`src/rtl/jb_unit_btb_if.sv`:
```
// Bundle between the EX-stage jump/branch unit, its issuing pipeline and fetch's BTB lookup.
// master drives the EX inputs and if_pc; slave is the unit itself.
interface jb_unit_btb_if #(
  parameter int unsigned XLEN = 32
);
  logic            ex_valid;
  logic [4:0]      opcode;
  logic [XLEN-1:0] pc;
  logic [XLEN-1:0] operand1;
  logic [XLEN-1:0] operand2;
  logic            br_cond;
  logic            ex_pred_taken;
  logic [XLEN-1:0] ex_pred_target;
  logic            stall;
  logic            flush;
  logic            jb_valid;
  logic [XLEN-1:0] jb_out;
  logic            jb_taken;
  logic            jb_mispredict;
  logic [XLEN-1:0] jb_redirect_pc;
  logic [XLEN-1:0] if_pc;
  logic            pred_hit;
  logic            pred_taken;
  logic [XLEN-1:0] pred_target;

  modport master (
    output ex_valid, opcode, pc, operand1, operand2, br_cond, ex_pred_taken, ex_pred_target,
    output stall, flush, if_pc,
    input  jb_valid, jb_out, jb_taken, jb_mispredict, jb_redirect_pc,
    input  pred_hit, pred_taken, pred_target
  );

  modport slave (
    input  ex_valid, opcode, pc, operand1, operand2, br_cond, ex_pred_taken, ex_pred_target,
    input  stall, flush, if_pc,
    output jb_valid, jb_out, jb_taken, jb_mispredict, jb_redirect_pc,
    output pred_hit, pred_taken, pred_target
  );
endinterface

```
`src/rtl/jb_unit_btb.sv`:
```
// EX-stage jump/branch resolver with registered results and mispredict detection, plus a
// direct-mapped BTB with 2-bit saturating counters that fetch reads combinationally.
module jb_unit_btb #(
  parameter int unsigned XLEN      = 32,
  parameter int unsigned BTB_DEPTH = 16
) (
  input logic           clk,
  input logic           rst,
  jb_unit_btb_if.slave  bus
);
  localparam int unsigned IDX_W = $clog2(BTB_DEPTH);
  localparam int unsigned TAG_W = XLEN - IDX_W - 2;

  localparam logic [4:0] OpBranch = 5'b11000;
  localparam logic [4:0] OpJal    = 5'b11011;
  localparam logic [4:0] OpJalr   = 5'b11001;

  logic             btb_valid_q  [BTB_DEPTH];
  logic [TAG_W-1:0] btb_tag_q    [BTB_DEPTH];
  logic [XLEN-1:0]  btb_target_q [BTB_DEPTH];
  logic [1:0]       btb_ctr_q    [BTB_DEPTH];

  logic            jb_valid_q;
  logic [XLEN-1:0] jb_out_q;
  logic            jb_taken_q;
  logic            jb_mispredict_q;
  logic [XLEN-1:0] jb_redirect_pc_q;

  // Lookup reads only stored state, so a same-cycle update is seen next cycle.
  logic [IDX_W-1:0] rd_idx;
  assign rd_idx           = bus.if_pc[IDX_W+1:2];
  assign bus.pred_hit     = btb_valid_q[rd_idx] &&
                            (btb_tag_q[rd_idx] == bus.if_pc[XLEN-1:IDX_W+2]);
  assign bus.pred_taken   = bus.pred_hit && btb_ctr_q[rd_idx][1];
  assign bus.pred_target  = btb_target_q[rd_idx];

  logic             is_br;
  logic             is_jb;
  logic [XLEN-1:0]  sum;
  logic [XLEN-1:0]  tgt;
  logic [XLEN-1:0]  fall;
  logic             taken;
  logic             mispredict;
  logic [IDX_W-1:0] wr_idx;
  logic [TAG_W-1:0] wr_tag;
  logic             upd_hit;
  logic [1:0]       ctr_upd;

  always_comb begin
    is_br      = (bus.opcode == OpBranch);
    is_jb      = is_br || (bus.opcode == OpJal) || (bus.opcode == OpJalr);
    sum        = bus.operand1 + bus.operand2;
    tgt        = (bus.opcode == OpJalr) ? {sum[XLEN-1:1], 1'b0} : sum;
    fall       = bus.pc + XLEN'(4);
    taken      = is_br ? bus.br_cond : 1'b1;
    mispredict = (taken != bus.ex_pred_taken) ||
                 (taken && bus.ex_pred_taken && (tgt != bus.ex_pred_target));
    wr_idx     = bus.pc[IDX_W+1:2];
    wr_tag     = bus.pc[XLEN-1:IDX_W+2];
    upd_hit    = btb_valid_q[wr_idx] && (btb_tag_q[wr_idx] == wr_tag);
    ctr_upd    = btb_ctr_q[wr_idx];
    if (taken) begin
      if (btb_ctr_q[wr_idx] != 2'b11) ctr_upd = btb_ctr_q[wr_idx] + 2'b01;
    end else begin
      if (btb_ctr_q[wr_idx] != 2'b00) ctr_upd = btb_ctr_q[wr_idx] - 2'b01;
    end
  end

  always_ff @(posedge clk) begin
    if (rst) begin
      jb_valid_q       <= 1'b0;
      jb_out_q         <= '0;
      jb_taken_q       <= 1'b0;
      jb_mispredict_q  <= 1'b0;
      jb_redirect_pc_q <= '0;
      for (int i = 0; i < BTB_DEPTH; i++) begin
        btb_valid_q[i]  <= 1'b0;
        btb_tag_q[i]    <= '0;
        btb_target_q[i] <= '0;
        btb_ctr_q[i]    <= 2'b01;
      end
    end else if (!bus.stall) begin
      if (bus.flush || !bus.ex_valid) begin
        jb_valid_q      <= 1'b0;
        jb_taken_q      <= 1'b0;
        jb_mispredict_q <= 1'b0;
      end else if (is_jb) begin
        jb_valid_q       <= 1'b1;
        jb_out_q         <= tgt;
        jb_taken_q       <= taken;
        jb_mispredict_q  <= mispredict;
        jb_redirect_pc_q <= taken ? tgt : fall;
        if (upd_hit) begin
          btb_ctr_q[wr_idx] <= ctr_upd;
          if (taken) btb_target_q[wr_idx] <= tgt;
        end else if (taken) begin
          // Allocation biases branches to weakly-taken, jumps to strongly-taken.
          btb_valid_q[wr_idx]  <= 1'b1;
          btb_tag_q[wr_idx]    <= wr_tag;
          btb_target_q[wr_idx] <= tgt;
          btb_ctr_q[wr_idx]    <= is_br ? 2'b10 : 2'b11;
        end
      end else begin
        jb_valid_q       <= 1'b0;
        jb_out_q         <= '0;
        jb_taken_q       <= 1'b0;
        jb_mispredict_q  <= bus.ex_pred_taken;
        jb_redirect_pc_q <= fall;
      end
    end
  end

  assign bus.jb_valid       = jb_valid_q;
  assign bus.jb_out         = jb_out_q;
  assign bus.jb_taken       = jb_taken_q;
  assign bus.jb_mispredict  = jb_mispredict_q;
  assign bus.jb_redirect_pc = jb_redirect_pc_q;
endmodule

```
`src/flat_wrapper.sv`:
```
// flat-port wrapper written by rule: the top's interface ports become plain ports
module jb_unit_btb_flat 
#(
  parameter int unsigned XLEN      = 32,
  parameter int unsigned BTB_DEPTH = 16
)
  (clk, rst, bus_ex_valid, bus_opcode, bus_pc, bus_operand1, bus_operand2, bus_br_cond, bus_ex_pred_taken, bus_ex_pred_target, bus_stall, bus_flush, bus_if_pc, bus_jb_valid, bus_jb_out, bus_jb_taken, bus_jb_mispredict, bus_jb_redirect_pc, bus_pred_hit, bus_pred_taken, bus_pred_target);
  jb_unit_btb_if #(.XLEN(XLEN)) bus_i ();
  input logic clk;
  input logic rst;
  input wire logic [$bits(bus_i.ex_valid)-1:0] bus_ex_valid;
  input wire logic [$bits(bus_i.opcode)-1:0] bus_opcode;
  input wire logic [$bits(bus_i.pc)-1:0] bus_pc;
  input wire logic [$bits(bus_i.operand1)-1:0] bus_operand1;
  input wire logic [$bits(bus_i.operand2)-1:0] bus_operand2;
  input wire logic [$bits(bus_i.br_cond)-1:0] bus_br_cond;
  input wire logic [$bits(bus_i.ex_pred_taken)-1:0] bus_ex_pred_taken;
  input wire logic [$bits(bus_i.ex_pred_target)-1:0] bus_ex_pred_target;
  input wire logic [$bits(bus_i.stall)-1:0] bus_stall;
  input wire logic [$bits(bus_i.flush)-1:0] bus_flush;
  input wire logic [$bits(bus_i.if_pc)-1:0] bus_if_pc;
  output wire logic [$bits(bus_i.jb_valid)-1:0] bus_jb_valid;
  output wire logic [$bits(bus_i.jb_out)-1:0] bus_jb_out;
  output wire logic [$bits(bus_i.jb_taken)-1:0] bus_jb_taken;
  output wire logic [$bits(bus_i.jb_mispredict)-1:0] bus_jb_mispredict;
  output wire logic [$bits(bus_i.jb_redirect_pc)-1:0] bus_jb_redirect_pc;
  output wire logic [$bits(bus_i.pred_hit)-1:0] bus_pred_hit;
  output wire logic [$bits(bus_i.pred_taken)-1:0] bus_pred_taken;
  output wire logic [$bits(bus_i.pred_target)-1:0] bus_pred_target;
  assign bus_i.ex_valid = bus_ex_valid;
  assign bus_i.opcode = bus_opcode;
  assign bus_i.pc = bus_pc;
  assign bus_i.operand1 = bus_operand1;
  assign bus_i.operand2 = bus_operand2;
  assign bus_i.br_cond = bus_br_cond;
  assign bus_i.ex_pred_taken = bus_ex_pred_taken;
  assign bus_i.ex_pred_target = bus_ex_pred_target;
  assign bus_i.stall = bus_stall;
  assign bus_i.flush = bus_flush;
  assign bus_i.if_pc = bus_if_pc;
  assign bus_jb_valid = bus_i.jb_valid;
  assign bus_jb_out = bus_i.jb_out;
  assign bus_jb_taken = bus_i.jb_taken;
  assign bus_jb_mispredict = bus_i.jb_mispredict;
  assign bus_jb_redirect_pc = bus_i.jb_redirect_pc;
  assign bus_pred_hit = bus_i.pred_hit;
  assign bus_pred_taken = bus_i.pred_taken;
  assign bus_pred_target = bus_i.pred_target;
  jb_unit_btb #(.XLEN(XLEN), .BTB_DEPTH(BTB_DEPTH)) u_core (.clk(clk), .rst(rst), .bus(bus_i));
endmodule
```
`config.mk`:
```
export PLATFORM = sky130hd
export DESIGN_NAME = jb_unit_btb_flat
export DESIGN_NICKNAME = d
export VERILOG_FILES = /design/src/rtl/jb_unit_btb_if.sv /design/src/rtl/jb_unit_btb.sv /design/src/flat_wrapper.sv
export SDC_FILE = /design/constraint.sdc
export NUM_CORES = 2
export LEC_CHECK = 0
export ABC_AREA = 1
export BUFFER_PORTS_ARGS = -buffer_cell sky130_fd_sc_hd__buf_2
export CAP_MARGIN = 10
export CORE_UTILIZATION = 60
export DETAILED_ROUTE_END_ITERATION = 10
export GPL_TIMING_DRIVEN = 1
export HOLD_SLACK_MARGIN = 0.15
export PLACE_DENSITY_LB_ADDON = 0.2
export SLEW_MARGIN = 15
export SYNTH_ARGS = -nofsm -noshare
export SYNTH_HDL_FRONTEND = slang
export SYNTH_SLANG_ARGS = --single-unit
```
`constraint.sdc`:
```
create_clock -name clk -period 6.63 [get_ports clk]
set_clock_uncertainty 0.1 [all_clocks]
set_input_delay 1.326 -clock clk [delete_from_list [all_inputs] [get_ports clk]]
set_output_delay 1.326 -clock clk [all_outputs]
set_load 0.1 [all_outputs]
```
==> impl_metrics.tcl <==
set metrics [dict create \
    cpPeakStageDelay_ps 710 \
    finalNetCount 6695 \
    synthFlopType "edfxtp_1" \
    initialDrtViolationCount 7690 \
    path_cells "buf_8, buf_12, buf_4, mux2i_1, o211ai_1, nand3_1, nand2_1, buf_2" \
    drive_above_1_share 0.101 \
    ctsHoldBuffers 0 \
    vias_per_cell 6.27 \
    remaining_drc_errors 0 \
    hold_path.startpoint "u_core.btb_valid_q[4]" \
    path_max_fanout 121 \
    area_growth_pct 9.75 \
    end_kind "output pin" \
    reg2reg_setup_slack_ps 2810 \
    worst_pin_slew_ps 1210 \
    rsz0062_at_grt "false" \
    post_cts_buffers 0 \
    setup_viol 0 \
    p_leak_nw 25.5 \
    clock_latency_ps 730 \
    reg2reg_depth 18 \
    core_um2 92100 \
    netlist_area_um2 56000 \
    die_x_um 307 \
    slowest_stage "buf_4" \
    pwr-share-seq 0.477 \
    drt_wl_total_mm 200 \
    final_common_cell "nor2_1" \
    port_buffers 270 \
    synth_area_leaders "edfxtp_1, nor2_1, nand2_1, o21ai_0, inv_1" \
    status "completed" \
    fin_area_um2 61400 \
    synth.ff_latch_count 1043 \
    cts_num_sinks 1043 \
    firstDrtPassIters 7 \
    syn_avg_cell_area_um2 8.71 \
    placementRows 111 \
    io_pins 273 \
    gp_congestion 0.998 \
    synth_area_leader_cell "edfxtp_1" \
    clkTransAtPathRegs_ps 60 \
    maxCapViolations 0 \
    synth_fp_nets 6632 \
    fin_setup_tns_ps 0 \
    placed_cell_area_um2 58100 \
    wl_per_cell_um 25.6 \
    power_density_nw_per_um2 258 \
    track_usage 0.418 \
    synth_top_area_frac 0.515 \
    antenna_found_initial 20 \
    finalCriticalPeriod_ps 5990 \
    crit_path_start_kind "input port" \
    slew_headroom 0.193 \
    postRouteAntennaNets 0 \
    min_path_type "reg2reg" \
    holdPathEnd "u_core.btb_valid_q[4]" \
    cts_max_path_buffers 3 \
    ir_drop_v 0.000229 \
    final-hold-violation-count 0 \
    post-dp-hpwl_mm 127 \
    layout_common_cells "nor2_1, nand2_1, edfxtp_1" \
    dr_total_vias 49100 \
    start_util 0.608 \
    cts_tree "built" \
    maxSlewViolCount 0 \
    syn_inst 6423 \
    synthArstFlopShare 0 \
    ctsResizeCount 0 \
    die_area_um2 94500 \
    rr_startpoint "u_core.btb_tag_q[14][7]" \
    crit_required_ps 5200 \
    combPwrFrac 0.157 \
    post-route-period-util 0.904 \
    fmax_mhz 167 \
    p_sw_mw 4.67 \
    yosysSeqAreaShare 0.545 \
    path_class "in2out" \
    grt_pass1_vias 45300 \
    grt_start_max_net_pins 129 \
    h-tree-depth 3 \
    sw_frac_of_total 0.294 \
    dieHeight_um 307 \
    grt_pass1_wl_mm 288 \
    intPower_mw 11.2 \
    crit_start "bus_if_pc[2]" \
    synth_warnings 0 \
    worst-endpoint-arrival_ps 4570 \
    min_delay_path_depth 2 \
    cts_buffers 106 \
    worstReg2RegEnd "u_core.btb_ctr_q[0][0]" \
    synth_edf_count 960 \
    ys_types 59 \
    pwr-share-clk 0.366 \
    clockRootBuffer "clkbuf_16" \
    grt_overflow 0 \
]
worst max-delay path: cells and delay by family:
family / cells / cell delay [ps]
simple gates: 2 / 360
mux: 1 / 170
buf+inv: 4 / 2140
compound gates: 1 / 320
logic make-up (layout without fill, tap and decap cells):
| family | count (synthesis) | in the layout | share of synthesized area |
|---|---|---|---|
| simple gates | 2819 | 2819 | 0.205 |
| buf+inv | 1098 | 1251 | 0.0830 |
| compound gates | 1242 | 1242 | 0.127 |
| fa+ha+maj | 37 | 37 | 0.00840 |
| flops | 1043 | 1043 | 0.545 |
| xor+xnor | 42 | 42 | 0.00733 |
| other cells | 0 | 4 | 0 |
| mux | 142 | 142 | 0.0254 |
cell usage after synthesis (3+ instances only):
cell         n
xor2_1      26
and2_1       4
o21a_1       3
nor3_2       5
edfxtp_1   960
or2_1       11
nand3_4     10
o21ai_0    511
inv_2       12
o21bai_1     3
nand3_2      4
nand2_2      4
o21ai_1     13
inv_1      593
a221oi_1     4
buf_6       37
clkinv_1    34
a21oi_2     10
nor3_4       3
nand4_1     19
nor2_1    1253
o221ai_1    23
o211ai_2     5
a21oi_1    393
nor4_1       5
ha_1        36
nor2_4       3
clkbuf_1   278
nand3_1    287
a31oi_1      5
o211ai_1   239
buf_1       23
xnor2_1     13
buf_2       90
nand2_1   1146
nor3_1      31
or2_2        8
nor2_2       6
buf_4       29
nand3b_1    13
dfxtp_1     83
mux2i_1    142
o22ai_1     21
state kept, by name, summed over array words and instances (netlist names):
signal and cells:
u_core.btb_target_q 512, u_core.bus.jb_valid 1, u_core.bus.jb_redirect_pc 32, u_core.bus.jb_taken 1
u_core.btb_valid_q 16, u_core.btb_ctr_q 32, u_core.bus.jb_mispredict 1, u_core.bus.jb_out 32
u_core.btb_tag_q 416
layer usage:
metal | vias up | routed length [um] | GRT usage
met5 | - | 163 | 0
met4 | 26 | 10200 | 0.200
met1 | 22900 | 71700 | 0.561
met3 | 669 | 31700 | 0.123
li1 | 21700 | - | -
met2 | 3845 | 86700 | 0.624
worst max path at each step:
stage / to / cells after the start
after global placement: bus_pred_taken / 14
after global routing: bus_pred_taken / 14
after floorplan: bus_pred_taken / 13
final: bus_pred_target[8] / 8
after detailed placement: bus_pred_taken / 14
after CTS: bus_pred_target[8] / 8
power by group through the flow:
stage,sequential (mW),clock [mW],combinational [mW]
after floorplan,7.74,0,1.50
after global placement,7.69,0,2.37
after detailed placement,7.71,0,2.41
after CTS,7.57,5.79,2.42
after global routing,7.60,6.03,2.63
final,7.58,5.81,2.49
final cells by class:
cell class | count | area [um2]
antenna | 4 | 10.0
inverter | 639 | 2410
clock buffer | 125 | 2750
clock inverter | 73 | 563
fill | 7353 | 30600
multi-input combinational | 4282 | 20900
sequential | 1043 | 30500
tap | 1243 | 1560
timing repair buffer | 414 | 2730
metrics by stage:
step,cells,total power [mW],hold slack [ps],util,worst slack (ps)
floorplan,6423,9.25,341,-,45.5
global placement,7621,10.1,353,0.631,777
detailed placement,7621,10.1,352,0.631,749
CTS,7819,15.8,363,0.667,712
global route,7821,16.3,380,0.667,473
finish,7823,15.9,361,0.667,637
No activity file was read; power rests on OpenSTA's default activity.
